[src/rtl/axil_pkg.sv]
// Shared AXI4-Lite definitions: response codes, demux FSM states and the
// default SoC memory map.
package axil_pkg;

   localparam logic [1:0] RESP_OKAY   = 2'b00;
   localparam logic [1:0] RESP_SLVERR = 2'b10;
   localparam logic [1:0] RESP_DECERR = 2'b11;

   typedef enum logic [1:0] {
      W_IDLE = 2'd0,
      W_FWD  = 2'd1,
      W_RESP = 2'd2,
      W_ERR  = 2'd3
   } w_state_e;

   typedef enum logic [1:0] {
      R_IDLE = 2'd0,
      R_FWD  = 2'd1,
      R_DATA = 2'd2,
      R_ERR  = 2'd3
   } r_state_e;

   localparam logic [31:0] MAP_RAM_BASE   = 32'h0000_0000;
   localparam logic [31:0] MAP_GPIO_BASE  = 32'h1000_0000;
   localparam logic [31:0] MAP_UART_BASE  = 32'h2000_0000;
   localparam logic [31:0] MAP_SPI_BASE   = 32'h3000_0000;
   localparam logic [31:0] MAP_I2C_BASE   = 32'h4000_0000;
   localparam logic [31:0] MAP_TIMER_BASE = 32'h5000_0000;
   localparam logic [31:0] MAP_MASK_4K    = 32'hFFFF_F000;

   localparam int unsigned MAP_N_SLV = 6;
   localparam logic [MAP_N_SLV*32-1:0] MAP_BASE = {
      MAP_TIMER_BASE, MAP_I2C_BASE, MAP_SPI_BASE,
      MAP_UART_BASE, MAP_GPIO_BASE, MAP_RAM_BASE
   };
   localparam logic [MAP_N_SLV*32-1:0] MAP_MASK = {MAP_N_SLV{MAP_MASK_4K}};

endpackage

[src/rtl/axil_demux_n_if.sv]
// Upstream AXI4-Lite port plus N flattened downstream ports of the demux.
interface axil_demux_n_if
   import axil_pkg::*;
#(
   parameter int unsigned N_SLV  = MAP_N_SLV,
   parameter int unsigned ADDR_W = 32,
   parameter int unsigned DATA_W = 32
);
   localparam int unsigned STRB_W = DATA_W / 8;

   logic [ADDR_W-1:0]        s_awaddr;
   logic                     s_awvalid, s_awready;
   logic [DATA_W-1:0]        s_wdata;
   logic [STRB_W-1:0]        s_wstrb;
   logic                     s_wvalid, s_wready;
   logic [1:0]               s_bresp;
   logic                     s_bvalid, s_bready;
   logic [ADDR_W-1:0]        s_araddr;
   logic                     s_arvalid, s_arready;
   logic [DATA_W-1:0]        s_rdata;
   logic [1:0]               s_rresp;
   logic                     s_rvalid, s_rready;

   logic [N_SLV*ADDR_W-1:0]  m_awaddr;
   logic [N_SLV-1:0]         m_awvalid, m_awready;
   logic [N_SLV*DATA_W-1:0]  m_wdata;
   logic [N_SLV*STRB_W-1:0]  m_wstrb;
   logic [N_SLV-1:0]         m_wvalid, m_wready;
   logic [N_SLV*2-1:0]       m_bresp;
   logic [N_SLV-1:0]         m_bvalid, m_bready;
   logic [N_SLV*ADDR_W-1:0]  m_araddr;
   logic [N_SLV-1:0]         m_arvalid, m_arready;
   logic [N_SLV*DATA_W-1:0]  m_rdata;
   logic [N_SLV*2-1:0]       m_rresp;
   logic [N_SLV-1:0]         m_rvalid, m_rready;

   modport slave (
      input  s_awaddr, s_awvalid, s_wdata, s_wstrb, s_wvalid, s_bready,
      input  s_araddr, s_arvalid, s_rready,
      output s_awready, s_wready, s_bresp, s_bvalid,
      output s_arready, s_rdata, s_rresp, s_rvalid,
      output m_awaddr, m_awvalid, m_wdata, m_wstrb, m_wvalid, m_bready,
      output m_araddr, m_arvalid, m_rready,
      input  m_awready, m_wready, m_bresp, m_bvalid,
      input  m_arready, m_rdata, m_rresp, m_rvalid
   );

   modport master (
      output s_awaddr, s_awvalid, s_wdata, s_wstrb, s_wvalid, s_bready,
      output s_araddr, s_arvalid, s_rready,
      input  s_awready, s_wready, s_bresp, s_bvalid,
      input  s_arready, s_rdata, s_rresp, s_rvalid,
      input  m_awaddr, m_awvalid, m_wdata, m_wstrb, m_wvalid, m_bready,
      input  m_araddr, m_arvalid, m_rready,
      output m_awready, m_wready, m_bresp, m_bvalid,
      output m_arready, m_rdata, m_rresp, m_rvalid
   );

endinterface

[src/rtl/axil_addr_decode.sv]
// BASE/MASK address decoder; lowest matching slot wins, no match flags a miss.
module axil_addr_decode
   import axil_pkg::*;
#(
   parameter int unsigned             N_SLV  = MAP_N_SLV,
   parameter int unsigned             ADDR_W = 32,
   parameter logic [N_SLV*ADDR_W-1:0] BASE   = MAP_BASE,
   parameter logic [N_SLV*ADDR_W-1:0] MASK   = MAP_MASK
) (
   input  logic [ADDR_W-1:0] addr,
   output logic [N_SLV-1:0]  sel,
   output logic              miss
);

   always_comb begin
      sel  = '0;
      miss = 1'b1;
      for (int unsigned i = 0; i < N_SLV; i++) begin
         if (miss && ((addr & MASK[i*ADDR_W +: ADDR_W]) == BASE[i*ADDR_W +: ADDR_W])) begin
            sel[i] = 1'b1;
            miss   = 1'b0;
         end
      end
   end

endmodule

[src/rtl/axil_demux_n.sv]
// 1-to-N AXI4-Lite demultiplexer with independent read/write FSMs, one
// outstanding transaction per direction, and local DECERR for unmapped addresses.
module axil_demux_n
   import axil_pkg::*;
#(
   parameter int unsigned             N_SLV  = MAP_N_SLV,
   parameter int unsigned             ADDR_W = 32,
   parameter int unsigned             DATA_W = 32,
   parameter logic [N_SLV*ADDR_W-1:0] BASE   = MAP_BASE,
   parameter logic [N_SLV*ADDR_W-1:0] MASK   = MAP_MASK
) (
   input  logic          clk,
   input  logic          resetn,
   axil_demux_n_if.slave bus
);

   logic [N_SLV-1:0] aw_sel, ar_sel;
   logic             aw_miss, ar_miss;

   axil_addr_decode #(.N_SLV(N_SLV), .ADDR_W(ADDR_W), .BASE(BASE), .MASK(MASK))
      u_aw_dec (.addr(bus.s_awaddr), .sel(aw_sel), .miss(aw_miss));
   axil_addr_decode #(.N_SLV(N_SLV), .ADDR_W(ADDR_W), .BASE(BASE), .MASK(MASK))
      u_ar_dec (.addr(bus.s_araddr), .sel(ar_sel), .miss(ar_miss));

   logic [N_SLV*ADDR_W-1:0] m_awaddr, m_araddr;

   always_comb begin
      m_awaddr = '0;
      m_araddr = '0;
      for (int unsigned i = 0; i < N_SLV; i++) begin
         m_awaddr[i*ADDR_W +: ADDR_W] = bus.s_awaddr & ~MASK[i*ADDR_W +: ADDR_W];
         m_araddr[i*ADDR_W +: ADDR_W] = bus.s_araddr & ~MASK[i*ADDR_W +: ADDR_W];
      end
   end

   assign bus.m_awaddr = m_awaddr;
   assign bus.m_araddr = m_araddr;
   assign bus.m_wdata  = {N_SLV{bus.s_wdata}};
   assign bus.m_wstrb  = {N_SLV{bus.s_wstrb}};

   w_state_e         w_state_q, w_state_d;
   logic [N_SLV-1:0] wsel_q, wsel_d;
   logic             wmiss_q, wmiss_d, aw_done_q, aw_done_d, w_done_q, w_done_d;
   logic             awready, wready, bvalid;
   logic [1:0]       bresp;
   logic [N_SLV-1:0] m_awvalid, m_wvalid, m_bready;

   always_comb begin
      w_state_d = w_state_q;
      wsel_d    = wsel_q;
      wmiss_d   = wmiss_q;
      aw_done_d = aw_done_q;
      w_done_d  = w_done_q;
      awready   = 1'b0;
      wready    = 1'b0;
      bvalid    = 1'b0;
      bresp     = RESP_OKAY;
      m_awvalid = '0;
      m_wvalid  = '0;
      m_bready  = '0;
      case (w_state_q)
         W_IDLE: begin
            if (bus.s_awvalid) begin
               wsel_d    = aw_sel;
               wmiss_d   = aw_miss;
               w_state_d = W_FWD;
            end
         end
         W_FWD: begin
            // done flags mask each channel so AW and W may complete in any order
            if (wmiss_q) begin
               awready = !aw_done_q;
               wready  = !w_done_q;
            end else begin
               m_awvalid = wsel_q & {N_SLV{bus.s_awvalid & !aw_done_q}};
               m_wvalid  = wsel_q & {N_SLV{bus.s_wvalid & !w_done_q}};
               awready   = |(bus.m_awready & wsel_q) & !aw_done_q;
               wready    = |(bus.m_wready & wsel_q) & !w_done_q;
            end
            aw_done_d = aw_done_q | (bus.s_awvalid & awready);
            w_done_d  = w_done_q | (bus.s_wvalid & wready);
            if (aw_done_d && w_done_d) w_state_d = wmiss_q ? W_ERR : W_RESP;
         end
         W_RESP: begin
            bvalid   = |(bus.m_bvalid & wsel_q);
            m_bready = wsel_q & {N_SLV{bus.s_bready}};
            for (int unsigned i = 0; i < N_SLV; i++)
               if (wsel_q[i]) bresp = bresp | bus.m_bresp[2*i +: 2];
            if (bvalid && bus.s_bready) begin
               w_state_d = W_IDLE;
               aw_done_d = 1'b0;
               w_done_d  = 1'b0;
            end
         end
         W_ERR: begin
            bvalid = 1'b1;
            bresp  = RESP_DECERR;
            if (bus.s_bready) begin
               w_state_d = W_IDLE;
               aw_done_d = 1'b0;
               w_done_d  = 1'b0;
            end
         end
         default: w_state_d = W_IDLE;
      endcase
   end

   r_state_e          r_state_q, r_state_d;
   logic [N_SLV-1:0]  rsel_q, rsel_d;
   logic              rmiss_q, rmiss_d;
   logic              arready, rvalid;
   logic [1:0]        rresp;
   logic [DATA_W-1:0] rdata;
   logic [N_SLV-1:0]  m_arvalid, m_rready;

   always_comb begin
      r_state_d = r_state_q;
      rsel_d    = rsel_q;
      rmiss_d   = rmiss_q;
      arready   = 1'b0;
      rvalid    = 1'b0;
      rresp     = RESP_OKAY;
      rdata     = '0;
      m_arvalid = '0;
      m_rready  = '0;
      case (r_state_q)
         R_IDLE: begin
            if (bus.s_arvalid) begin
               rsel_d    = ar_sel;
               rmiss_d   = ar_miss;
               r_state_d = R_FWD;
            end
         end
         R_FWD: begin
            if (rmiss_q) begin
               arready = 1'b1;
            end else begin
               m_arvalid = rsel_q & {N_SLV{bus.s_arvalid}};
               arready   = |(bus.m_arready & rsel_q);
            end
            if (bus.s_arvalid && arready) r_state_d = rmiss_q ? R_ERR : R_DATA;
         end
         R_DATA: begin
            rvalid   = |(bus.m_rvalid & rsel_q);
            m_rready = rsel_q & {N_SLV{bus.s_rready}};
            for (int unsigned i = 0; i < N_SLV; i++) begin
               if (rsel_q[i]) begin
                  rresp = rresp | bus.m_rresp[2*i +: 2];
                  rdata = rdata | bus.m_rdata[i*DATA_W +: DATA_W];
               end
            end
            if (rvalid && bus.s_rready) r_state_d = R_IDLE;
         end
         R_ERR: begin
            rvalid = 1'b1;
            rresp  = RESP_DECERR;
            if (bus.s_rready) r_state_d = R_IDLE;
         end
         default: r_state_d = R_IDLE;
      endcase
   end

   always_ff @(posedge clk or negedge resetn) begin
      if (!resetn) begin
         w_state_q <= W_IDLE;
         wsel_q    <= '0;
         wmiss_q   <= 1'b0;
         aw_done_q <= 1'b0;
         w_done_q  <= 1'b0;
         r_state_q <= R_IDLE;
         rsel_q    <= '0;
         rmiss_q   <= 1'b0;
      end else begin
         w_state_q <= w_state_d;
         wsel_q    <= wsel_d;
         wmiss_q   <= wmiss_d;
         aw_done_q <= aw_done_d;
         w_done_q  <= w_done_d;
         r_state_q <= r_state_d;
         rsel_q    <= rsel_d;
         rmiss_q   <= rmiss_d;
      end
   end

   assign bus.s_awready = awready;
   assign bus.s_wready  = wready;
   assign bus.s_bvalid  = bvalid;
   assign bus.s_bresp   = bresp;
   assign bus.m_awvalid = m_awvalid;
   assign bus.m_wvalid  = m_wvalid;
   assign bus.m_bready  = m_bready;
   assign bus.s_arready = arready;
   assign bus.s_rvalid  = rvalid;
   assign bus.s_rresp   = rresp;
   assign bus.s_rdata   = rdata;
   assign bus.m_arvalid = m_arvalid;
   assign bus.m_rready  = m_rready;

endmodule

[src/flat_wrapper.sv]
// flat-port wrapper written by rule: the top's interface ports become plain ports
module axil_demux_n_flat import axil_pkg::*;
#(
   parameter int unsigned             N_SLV  = MAP_N_SLV,
   parameter int unsigned             ADDR_W = 32,
   parameter int unsigned             DATA_W = 32,
   parameter logic [N_SLV*ADDR_W-1:0] BASE   = MAP_BASE,
   parameter logic [N_SLV*ADDR_W-1:0] MASK   = MAP_MASK
)
  (clk, resetn, bus_s_awaddr, bus_s_awvalid, bus_s_wdata, bus_s_wstrb, bus_s_wvalid, bus_s_bready, bus_s_araddr, bus_s_arvalid, bus_s_rready, bus_s_awready, bus_s_wready, bus_s_bresp, bus_s_bvalid, bus_s_arready, bus_s_rdata, bus_s_rresp, bus_s_rvalid, bus_m_awaddr, bus_m_awvalid, bus_m_wdata, bus_m_wstrb, bus_m_wvalid, bus_m_bready, bus_m_araddr, bus_m_arvalid, bus_m_rready, bus_m_awready, bus_m_wready, bus_m_bresp, bus_m_bvalid, bus_m_arready, bus_m_rdata, bus_m_rresp, bus_m_rvalid);
  axil_demux_n_if #(.N_SLV(N_SLV), .ADDR_W(ADDR_W), .DATA_W(DATA_W)) bus_i ();
  input  logic clk;
  input  logic resetn;
  input wire logic [$bits(bus_i.s_awaddr)-1:0] bus_s_awaddr;
  input wire logic [$bits(bus_i.s_awvalid)-1:0] bus_s_awvalid;
  input wire logic [$bits(bus_i.s_wdata)-1:0] bus_s_wdata;
  input wire logic [$bits(bus_i.s_wstrb)-1:0] bus_s_wstrb;
  input wire logic [$bits(bus_i.s_wvalid)-1:0] bus_s_wvalid;
  input wire logic [$bits(bus_i.s_bready)-1:0] bus_s_bready;
  input wire logic [$bits(bus_i.s_araddr)-1:0] bus_s_araddr;
  input wire logic [$bits(bus_i.s_arvalid)-1:0] bus_s_arvalid;
  input wire logic [$bits(bus_i.s_rready)-1:0] bus_s_rready;
  output wire logic [$bits(bus_i.s_awready)-1:0] bus_s_awready;
  output wire logic [$bits(bus_i.s_wready)-1:0] bus_s_wready;
  output wire logic [$bits(bus_i.s_bresp)-1:0] bus_s_bresp;
  output wire logic [$bits(bus_i.s_bvalid)-1:0] bus_s_bvalid;
  output wire logic [$bits(bus_i.s_arready)-1:0] bus_s_arready;
  output wire logic [$bits(bus_i.s_rdata)-1:0] bus_s_rdata;
  output wire logic [$bits(bus_i.s_rresp)-1:0] bus_s_rresp;
  output wire logic [$bits(bus_i.s_rvalid)-1:0] bus_s_rvalid;
  output wire logic [$bits(bus_i.m_awaddr)-1:0] bus_m_awaddr;
  output wire logic [$bits(bus_i.m_awvalid)-1:0] bus_m_awvalid;
  output wire logic [$bits(bus_i.m_wdata)-1:0] bus_m_wdata;
  output wire logic [$bits(bus_i.m_wstrb)-1:0] bus_m_wstrb;
  output wire logic [$bits(bus_i.m_wvalid)-1:0] bus_m_wvalid;
  output wire logic [$bits(bus_i.m_bready)-1:0] bus_m_bready;
  output wire logic [$bits(bus_i.m_araddr)-1:0] bus_m_araddr;
  output wire logic [$bits(bus_i.m_arvalid)-1:0] bus_m_arvalid;
  output wire logic [$bits(bus_i.m_rready)-1:0] bus_m_rready;
  input wire logic [$bits(bus_i.m_awready)-1:0] bus_m_awready;
  input wire logic [$bits(bus_i.m_wready)-1:0] bus_m_wready;
  input wire logic [$bits(bus_i.m_bresp)-1:0] bus_m_bresp;
  input wire logic [$bits(bus_i.m_bvalid)-1:0] bus_m_bvalid;
  input wire logic [$bits(bus_i.m_arready)-1:0] bus_m_arready;
  input wire logic [$bits(bus_i.m_rdata)-1:0] bus_m_rdata;
  input wire logic [$bits(bus_i.m_rresp)-1:0] bus_m_rresp;
  input wire logic [$bits(bus_i.m_rvalid)-1:0] bus_m_rvalid;
  assign bus_i.s_awaddr = bus_s_awaddr;
  assign bus_i.s_awvalid = bus_s_awvalid;
  assign bus_i.s_wdata = bus_s_wdata;
  assign bus_i.s_wstrb = bus_s_wstrb;
  assign bus_i.s_wvalid = bus_s_wvalid;
  assign bus_i.s_bready = bus_s_bready;
  assign bus_i.s_araddr = bus_s_araddr;
  assign bus_i.s_arvalid = bus_s_arvalid;
  assign bus_i.s_rready = bus_s_rready;
  assign bus_s_awready = bus_i.s_awready;
  assign bus_s_wready = bus_i.s_wready;
  assign bus_s_bresp = bus_i.s_bresp;
  assign bus_s_bvalid = bus_i.s_bvalid;
  assign bus_s_arready = bus_i.s_arready;
  assign bus_s_rdata = bus_i.s_rdata;
  assign bus_s_rresp = bus_i.s_rresp;
  assign bus_s_rvalid = bus_i.s_rvalid;
  assign bus_m_awaddr = bus_i.m_awaddr;
  assign bus_m_awvalid = bus_i.m_awvalid;
  assign bus_m_wdata = bus_i.m_wdata;
  assign bus_m_wstrb = bus_i.m_wstrb;
  assign bus_m_wvalid = bus_i.m_wvalid;
  assign bus_m_bready = bus_i.m_bready;
  assign bus_m_araddr = bus_i.m_araddr;
  assign bus_m_arvalid = bus_i.m_arvalid;
  assign bus_m_rready = bus_i.m_rready;
  assign bus_i.m_awready = bus_m_awready;
  assign bus_i.m_wready = bus_m_wready;
  assign bus_i.m_bresp = bus_m_bresp;
  assign bus_i.m_bvalid = bus_m_bvalid;
  assign bus_i.m_arready = bus_m_arready;
  assign bus_i.m_rdata = bus_m_rdata;
  assign bus_i.m_rresp = bus_m_rresp;
  assign bus_i.m_rvalid = bus_m_rvalid;
  axil_demux_n #(.N_SLV(N_SLV), .ADDR_W(ADDR_W), .DATA_W(DATA_W), .BASE(BASE), .MASK(MASK)) u_core (.clk(clk), .resetn(resetn), .bus(bus_i));
endmodule
[config.mk]
export PLATFORM = sky130hd
export DESIGN_NAME = axil_demux_n_flat
export DESIGN_NICKNAME = d
export VERILOG_FILES = /design/src/rtl/axil_pkg.sv /design/src/rtl/axil_demux_n_if.sv /design/src/rtl/axil_addr_decode.sv /design/src/rtl/axil_demux_n.sv /design/src/flat_wrapper.sv
export SDC_FILE = /design/constraint.sdc
export NUM_CORES = 1
export LEC_CHECK = 0
export CELL_PAD_IN_SITES_DETAIL_PLACEMENT = 0
export CELL_PAD_IN_SITES_GLOBAL_PLACEMENT = 1
export CORE_AREA = 3 3 396 398
export DETAILED_ROUTE_END_ITERATION = 10
export DIE_AREA = 0 0 399 401
export PLACE_DENSITY_LB_ADDON = 0.1
export SLEW_MARGIN = 20
export SYNTH_ARGS = -nofsm -noshare
export SYNTH_HDL_FRONTEND = slang
export SYNTH_SLANG_ARGS = --single-unit
[constraint.sdc]
create_clock -name clk -period 2.7 [get_ports clk]
set_clock_uncertainty 0.05 [all_clocks]
set_input_delay 0.54 -clock clk [delete_from_list [all_inputs] [get_ports clk]]
set_output_delay 0.54 -clock clk [all_outputs]
set_load 0.01 [all_outputs]
==> metrics.sh, run 1 <==
OUTCOME='finished clean'
HOLDPATHSTAGES=2
SYNTH_TOP_CELLS_BY_AREA='buf_4 (64%), a22oi_1 (11%), dfrtp_1 (7.1%)'
TIMING.FINAL.SETUP_VIOLATIONS=0
VIAS_PER_CELL=1.90
COUNT_OF_BUFFER_AND_INVERTER_CELLS_ON_THE_CRITICAL_PATH=3
MAPPEDNETLISTAREA_UM2=7070
CRITICAL_PATH.STARTPOINT='u_core.rsel_q[2]$_DFFE_PN0P_'
COMB_POWER_SHARE_PCT=69.9
RSZ_0062_RAISED_AFTER_GLOBAL_ROUTING='true'
TIMING.CRITICAL_PATH.MAX_DELAY_FAMILY='compound AO/OA/AOI/OAI gates'
CTS_MADE_BUFFERS=3
SYNTH-WARNING-COUNT=0
SYNTH_AREA_IN_COMPOUND_GATES_PCT=19.7
SYNTHCELLS=944
DESIGN.FINAL.NETS=1361
VIAS=5811
MULTIINPUTGATEAREA_UM2=2890
CLOCKROOTBUFFER='clkbuf_16'
TIMING_MAX_TRANSITION_VIOLATIONS_FINAL=0
GLOBAL_ROUTE_WIRE_LENGTH_BEFORE_REPAIR_UM=63700
START_UTIL_PCT=4.60
SYNTHESIS.AREA_PER_INSTANCE_UM2=7.48
CORE_REGION_AREA_UM2=154000
POST_ROUTE_UTILIZATION_PCT=6.98
FILL_CELLS=18110
SYNTHADDERAREAFRAC_PCT=0
CP_CELL_SEQUENCE='clkbuf_16 > a222oi_1 > a31oi_1 > buf_4 > buf_12'
DRT-INITIAL-DRC-COUNT=291
SWITCHING_SHARE_PCT=44.6
SYNTH_ENABLE_FLOP_CELLS=0
AREA_DELTA_SYNTH_FINAL_PCT=51.8
MIN-DELAY-PATH-CLASS='reg -> reg'
CORE.ROWCOUNT=144
POST-ROUTE-MIN-PERIOD_PS=2680
SETUP.WORST_PATH.CLASS='reg -> out'
TIMING.MAX_CAP.VIOLATIONS=0
CRITICAL_PATH.MAX_STAGE_DELAY_PS=560
DEPTH_OF_THE_MOST_CRITICAL_REG_TO_REG_PATH=5
GRT_PASS1_VIAS=6125
SIMPLE_GATE_PORTION_OF_THE_SYNTHESIZED_AREA_PCT=6.94
SYNTH_FLOP_CELL='dfrtp_1'
PLACE.PORT_BUFFERS=363
LAYOUT_CELL_SHARE_WITH_DRIVE_STRENGTH_BEYOND_1_PCT=14.5
FINAL-HOLD-VIOLATION-COUNT=0
FINALCRITPERIODSHARE_PCT=99.3
WORST_EP_REQUIRED_TIME_PS=2110
POWER.SHARE.SEQUENTIAL_PCT=15.9
HP-START='u_core.w_state_q[1]$_DFFE_PN0P_'
POWER.IR.VDD_WORST_mV=0.249
STARTPOINT_TYPE='flop'
FLOORPLAN.IO_PINS=1024
NUMBER_OF_LOGIC_STAGES_ON_THE_CRITICAL_PATH_INCLUDING_BUFFERING=5
POWER.CLOCK.FRACTION_PCT=14.2
NETLIST-CELL-TYPE-COUNT=42
MAIN_COMBINATIONAL_CELL_FAMILY_BY_AREA_AFTER_SYNTHESIS='buffers and inverters'
YOSYS.AREA.TOP_TYPE='buf_4'
DRC_ERRORS=0
WORSTPATHMAXFANOUT=10
CLOCKBUFFERDEPTH=2
WL_PER_CELL_UM=16.9
TOTAL_SWITCHING_POWER_mW=1.18
YOSYSSEQAREASHARE_PCT=7.08
WORSTSKEWPAIRLATENCY_PS=270
TOTAL_LEAKAGE_POWER_nW=3.78
TRITONCTS_NUM_SINKS=20
WORST_SETUP_HOLD_PATH_CLK_SLEW_PS=70
SEQUENTIAL_CELL_AREA_UM2=519
CTS.HTREE.LEVELS=1
CELLPOWERDENSITY_nW_PER_UM2=246
DRT-PASS1-ITER-COUNT=4
PLACE.GP.CONGESTION=0.675
POSTROUTEWIRELENGTH_UM=51700
HIGHEST_ACHIEVABLE_CLOCK_RATE_MHz=373
DETAILED_PLACE_HPWL_UM=42600
DIE_WIDTH_UM=399
MAXSLEWHEADROOM_PCT=63.4
ASYNC_FLOP_SHARE_PCT=100
SYNTHMUXAREASHARE_PCT=0
CRIT_ARRIVAL_PS=2090
ANTENNA_VIOLATIONS_BEFORE_REPAIR=10
DETAIL-ROUTE-ANTENNA-NETS=0
CRITICAL-PATH-SLOWEST-CELL='dfrtp_4'
SETUP_TNS_PS=0
TIGHTESTPINTRANSITION_PS=542
POST_SYNTH_XOR_AREA_FRACTION_PCT=0
POST-SYNTH-TOP-AREA-FRACTION_PCT=63.8
DIEHEIGHT_UM=401
PLACED_INSTS=3028
GRT_MAX_DEGREE=33
GRT_OVERFLOW_TOTAL=0
GRT_USE_TOTAL_PCT=5.91
FLOORPLAN.DIE_AREA_UM2=160000
YS_FF_LATCH=20
CTS_TREE='yes'
TOTAL_POWER_mW=2.64
POWER.INTERNAL_mW=1.46
FINALNONFILLERCELLS=3053
CRITPATHCAPTURETYPE='output port'
CELL_TYPES_WITH_THE_HIGHEST_COUNTS_AFTER_SYNTHESIS='buf_4 (600), a22oi_1 (105), a31oi_1 (42), clkbuf_1 (30), dfrtp_1 (20)'
REG2REG_FROM='u_core.wsel_q[0]$_DFFE_PN0P_'
SYNTH.MOST_COMMON_CELL='buf_4'
## per-stage QoR
step / area, µm² / hold slack [ps] / setup slack, ps
3_3_place_gp: 10300 / 524 / -255
5_1_grt: 10700 / 593 / -81.5
6_report: 10700 / 550 / 18.5
3_5_place_dp: 10300 / 531 / -261
4_1_cts: 10600 / 559 / -70.9
2_1_floorplan: 7960 / 194 / 765
## state kept, by name, indices dropped and copies added, names as in the netlist
signal	flops
u_core.wmiss_q	1
u_core.rmiss_q	1
u_core.wsel_q	6
u_core.w_state_q	2
u_core.aw_done_q	1
u_core.w_done_q	1
u_core.rsel_q	6
u_core.r_state_q	2
## cells by family after synthesis
family          after synthesis
compound gates              196
buf+inv                     646
flops                        20
other cells                   1
simple gates                 81
## cells in the final DEF (no fill, tap or decap), types with 3 or more instances in the layout
cell type and count:
clkdlybuf4s50_1 304, conb_1 240, a22oi_1 103, buf_4 83
a31oi_1 34, dlygate4sd2_1 31, buf_12 21, and2_1 19
nand2_1 14, and3_1 13, o21ai_0 13, dfrtp_1 13
a21oi_1 12, a222oi_1 9, inv_1 9, dlymetal6s2s_1 9
a31oi_2 7, nor2_1 6, nor4_1 5, nand3_1 5
clkbuf_16 4, dfrtp_4 4, dfrtp_2 3
## path summary, 6_finish.rpt
| path | slack [ps] | to |
|---|---|---|
| max | 20 | bus_s_rresp[1] |
| min | 550 | u_core.aw_done_q$_DFFE_PN0P_ |
| max reg2reg | 870 | u_core.w_state_q[0]$_DFFE_PN0P_ |
| min reg2reg | 550 | u_core.aw_done_q$_DFFE_PN0P_ |
| max in group asynchronous | 1710 | u_core.rsel_q[0]$_DFFE_PN0P_ |
| min in group asynchronous | 590 | u_core.wsel_q[3]$_DFFE_PN0P_ |
## worst min-delay path, delay by kind of cell, from the launching register on
kind,cells,cell delay [ps]
flops,1,350
compound gates,1,80
buf+inv,1,130
## power groups by stage
| stage | clock network, mW | registers (mW) | logic [mW] |
|---|---|---|---|
| finish | 0.375 | 0.420 | 1.84 |
| CTS | 0.396 | 0.423 | 1.89 |
| global route | 0.404 | 0.430 | 2.02 |
| global placement | 0 | 0.424 | 1.85 |
| floorplan | 0 | 0.395 | 1.35 |
| detailed placement | 0 | 0.421 | 1.83 |
## cell type report
class,count,share of cell area [%]
flip-flops and latches,20,4.84
multi-input cells,517,27.0
diodes,2,0.0467
inverters,10,0.385
clock buffers,4,0.828
repair buffers,456,43.1
well taps,2044,23.8
## metal layers
layer  GRT usage (%)  part of all wire, %
met1            6.97                   39
met2            9.95                   47
met3            2.41                   11
met4            1.14                  1.5
met5            1.12                 0.62
## what timing repair did
action	4_1_cts	5_1_grt
endpoints found under the setup margin	38	21
cloned	3	1
resized for setup	54	19
setup buffers	8	7
pin swaps	9	4
hold buffers	0	0
(Power assumes the default switching activity.)
==> run 2, diff against run 1 <==
--- a/config.mk
+++ b/config.mk
@@ -7,11 +7,13 @@
 export LEC_CHECK = 0
 export CELL_PAD_IN_SITES_DETAIL_PLACEMENT = 0
 export CELL_PAD_IN_SITES_GLOBAL_PLACEMENT = 1
-export CORE_AREA = 3 3 396 398
+export CORE_AREA = 3 3 395 397
+export CTS_BUF_LIST = sky130_fd_sc_hd__clkbuf_4 sky130_fd_sc_hd__clkbuf_8
 export DETAILED_ROUTE_END_ITERATION = 10
-export DIE_AREA = 0 0 399 401
+export DIE_AREA = 0 0 398 400
 export PLACE_DENSITY_LB_ADDON = 0.1
 export SLEW_MARGIN = 20
 export SYNTH_ARGS = -nofsm -noshare
 export SYNTH_HDL_FRONTEND = slang
 export SYNTH_SLANG_ARGS = --single-unit
+export TNS_END_PERCENT = 20
==> run 2 against run 1 <==
  * Sequential share of layout area grew 0.14 points
  * Critical endpoint is now bus_s_bvalid
  * Largest power group unchanged
  * Count of clock-buffer cells in the layout is the same
  * Non-clock buffer count shrank 14
  * Clock power shrank 20%
  * Worst hold slack gained 20 ps
  * Worst setup slack gained 17 ps
  * Core utilization shrank 0.15 points
  * First-iteration DRC count shrank 42%
  * Die area shrank 0.50%
  * Combinational power shrank 8%
  * Global-route usage shrank 0.18 points
==> metrics.sh, run 2 (synthesis results as in run 1) <==
OUTCOME='finished clean'
COMB_POWER_SHARE_PCT=69.6  # -0.3 points
DRT-PASS1-ITER-COUNT=7  # +3
ANTENNA_VIOLATIONS_BEFORE_REPAIR=8  # -2
CRITICAL_PATH.MAX_STAGE_DELAY_PS=540  # -20 ps
AREA_DELTA_SYNTH_FINAL_PCT=47.2
HIGHEST_ACHIEVABLE_CLOCK_RATE_MHz=375  # +0.65%
CTS.HTREE.LEVELS=1  # unchanged
LARGEST_REGISTERS='u_core.rsel_q x6, u_core.wsel_q x6'
FINALNONFILLERCELLS=3026  # -0.88%
MIN-DELAY-PATH-CLASS='in -> async'
POWER.CLOCK.FRACTION_PCT=12.3  # -1.9 points
TRITONCTS_NUM_SINKS=20  # unchanged
POSTROUTEWIRELENGTH_UM=49300  # -4.5%
TIGHTESTPINTRANSITION_PS=584  # +42.3 ps
GRT_OVERFLOW_TOTAL=0  # unchanged
WORST_EP_REQUIRED_TIME_PS=2110  # about the same
TIMING.FINAL.SETUP_VIOLATIONS=0  # unchanged
START_UTIL_PCT=4.64  # +0.043 points
WORSTSKEWPAIRLATENCY_PS=310  # +40 ps
RSZ_0062_RAISED_AFTER_GLOBAL_ROUTING='true'
FINALCRITPERIODSHARE_PCT=98.7  # -0.65 points
GR-MAX-USAGE-LAYER='met2'
MAXSLEWHEADROOM_PCT=60.5  # -2.9 points
GLOBALROUTEMET3UTIL_PCT=2.65  # +0.24 points
CRITICAL_PATH.STARTPOINT='u_core.wsel_q[4]$_DFFE_PN0P_'
DEPTH_OF_THE_MOST_CRITICAL_REG_TO_REG_PATH=6  # +1
WORST_SETUP_HOLD_PATH_CLK_SLEW_PS=120  # +50 ps
CORE.ROWCOUNT=143  # -0.69%
LAYOUT_COMMON_CELLS='clkdlybuf4s50_1 (305), conb_1 (240), a22oi_1 (103)'
LAYOUT_CELL_SHARE_WITH_DRIVE_STRENGTH_BEYOND_1_PCT=13.8  # -0.70 points
WORST_R2R_ENDPOINT='u_core.w_done_q$_DFFE_PN0P_'
TIMING.MAX_CAP.VIOLATIONS=0  # unchanged
FLOORPLAN.IO_PINS=1024  # unchanged
NUMBER_OF_LOGIC_STAGES_ON_THE_CRITICAL_PATH_INCLUDING_BUFFERING=4  # -1
POST-ROUTE-MIN-PERIOD_PS=2660  # -17.4 ps
COUNT_OF_BUFFER_AND_INVERTER_CELLS_ON_THE_CRITICAL_PATH=2  # -1
SWITCHING_SHARE_PCT=48.0  # +3.5 points
WORSTPATHMAXFANOUT=8  # -2
POWER.SHARE.SEQUENTIAL_PCT=18.0  # +2.1 points
VIAS=5689  # -2.1%
CTS_MADE_BUFFERS=3  # unchanged
GRT_MAX_DEGREE=33  # unchanged
DRT-INITIAL-DRC-COUNT=169  # -42%
TOTAL_LEAKAGE_POWER_nW=3.64  # -3.7%
MOSTFREQUENTLAYOUTCELL='clkdlybuf4s50_1'
DETAIL-ROUTE-ANTENNA-NETS=0  # unchanged
TOTAL_POWER_mW=2.44  # -7.7%
DIEHEIGHT_UM=400  # -0.25%
DESIGN.FINAL.NETS=1347  # -1.0%
FF2FF_SETUP_SLACK_PS=490  # -380 ps
DIE_WIDTH_UM=398  # -0.25%
SETUP_SLACK_PS=35.9  # +17.4 ps
FINAL-HOLD-VIOLATION-COUNT=0  # unchanged
CRITICAL-PATH-SLOWEST-CELL='dfrtp_2'
POST_ROUTE_UTILIZATION_PCT=6.83  # -0.15 points
GRT_PASS1_VIAS=5887  # -3.9%
CRIT_PATH_END='bus_s_bvalid'
POWER.IR.VDD_WORST_mV=0.217  # -13%
STARTPOINT_TYPE='flop'
CP_CELL_SEQUENCE='buf_4 > a222oi_1 > a41oi_1 > dlygate4sd2_1'
POST-PLACE-WS_PS=-466  # -205 ps
GRT_USE_TOTAL_PCT=5.74  # -0.18 points
SETUP.WORST_PATH.CLASS='reg -> out'
CTS_TREE='yes'
GROUTE.LAYER.MET1.USAGE_PCT=6.76  # -0.21 points
PLACE.GP.CONGESTION=0.688  # +1.9%
DETAILED_PLACE_HPWL_UM=43700  # +2.5%
FILL_CELLS=17958  # -0.84%
PLACED_INSTS=3011  # -0.56%
FINALHOLDWORSTSLACK_PS=571  # +20.3 ps
CELLPOWERDENSITY_nW_PER_UM2=234  # -4.8%
CLOCKROOTBUFFER='clkbuf_8'
CRIT_ARRIVAL_PS=2070  # -20 ps
DRC_ERRORS=0  # unchanged
GLOBALROUTEMET2UTIL_PCT=9.49  # -0.45 points
PLACE.PORT_BUFFERS=363  # unchanged
WL_PER_CELL_UM=16.3  # -3.7%
TIMING.CRITICAL_PATH.MAX_DELAY_FAMILY='compound AO/OA/AOI/OAI gates'
REG2REG_FROM='u_core.wsel_q[4]$_DFFE_PN0P_'
TIMING_MAX_TRANSITION_VIOLATIONS_FINAL=0  # unchanged
FLOORPLAN.DIE_AREA_UM2=159000  # -0.50%
TOTAL_SWITCHING_POWER_mW=1.17  # -0.54%
CRITPATHCAPTURETYPE='output port'
CORE_REGION_AREA_UM2=152000  # -0.93%
GLOBAL_ROUTE_WIRE_LENGTH_BEFORE_REPAIR_UM=61500  # -3.4%
VIAS_PER_CELL=1.88  # -1.2%
POWER.INTERNAL_mW=1.27  # -13%
CLOCKBUFFERDEPTH=2  # unchanged
[run 2: timing repair]
item | CTS | global route
pin swaps | 7 | 4
setup endpoints to repair | 55 | 20
hold buffers | 0 | 0
buffers inserted | 5 | 4
gates resized for setup | 63 | 19
[run 2: layer usage]
metal	share of wire (%)	vias up	wire, µm
met5	0.014	-	7
met4	1.9	2	918
met3	11	78	5480
met2	47	470	23400
met1	40	2643	19500
li1	-	2496	-
[run 2: worst min-delay path by stage]
| stage | endpoint | from | cells past startpoint | slack [ps] |
|---|---|---|---|---|
| detailed placement | u_core.aw_done_q$_DFFE_PN0P_ | u_core.w_state_q[1]$_DFFE_PN0P_ | 2 | 570 |
| CTS | u_core.rsel_q[1]$_DFFE_PN0P_ | resetn | 2 | 590 |
| finish | u_core.rsel_q[1]$_DFFE_PN0P_ | resetn | 2 | 570 |
| global route | u_core.rsel_q[1]$_DFFE_PN0P_ | resetn | 2 | 610 |
| floorplan | u_core.aw_done_q$_DFFE_PN0P_ | resetn | 0 | 190 |
| global placement | u_core.aw_done_q$_DFFE_PN0P_ | u_core.aw_done_q$_DFFE_PN0P_ | 2 | 560 |
[run 2: layout make-up]
type	count	area, µm²	share of cell area (%)
multi-input cells	517	2920	28.0
inverters	10	37.5	0.361
repair buffers	442	4330	41.6
diodes	3	7.51	0.0722
well taps	2030	2540	24.4
clock buffers	4	55.1	0.529
flip-flops and latches	20	518	4.98
[run 2: power by group through the flow]
stage                     Combinational, mW  Sequential (mW)  Clock, mW
final                                  1.70            0.440      0.301
after global routing                   1.85            0.449      0.342
after CTS                              1.74            0.439      0.338
after detailed placement               1.70            0.439          0
after global placement                 1.71            0.438          0
after floorplan                        1.35            0.395          0
[run 2: stage by stage]
step                      setup TNS (ps)  cell area, µm²
after global placement             -7660           10100
after global routing                -200           10400
after CTS                           -376           10300
after floorplan                        0            7960
after detailed placement           -7170           10100
final                                  0           10400
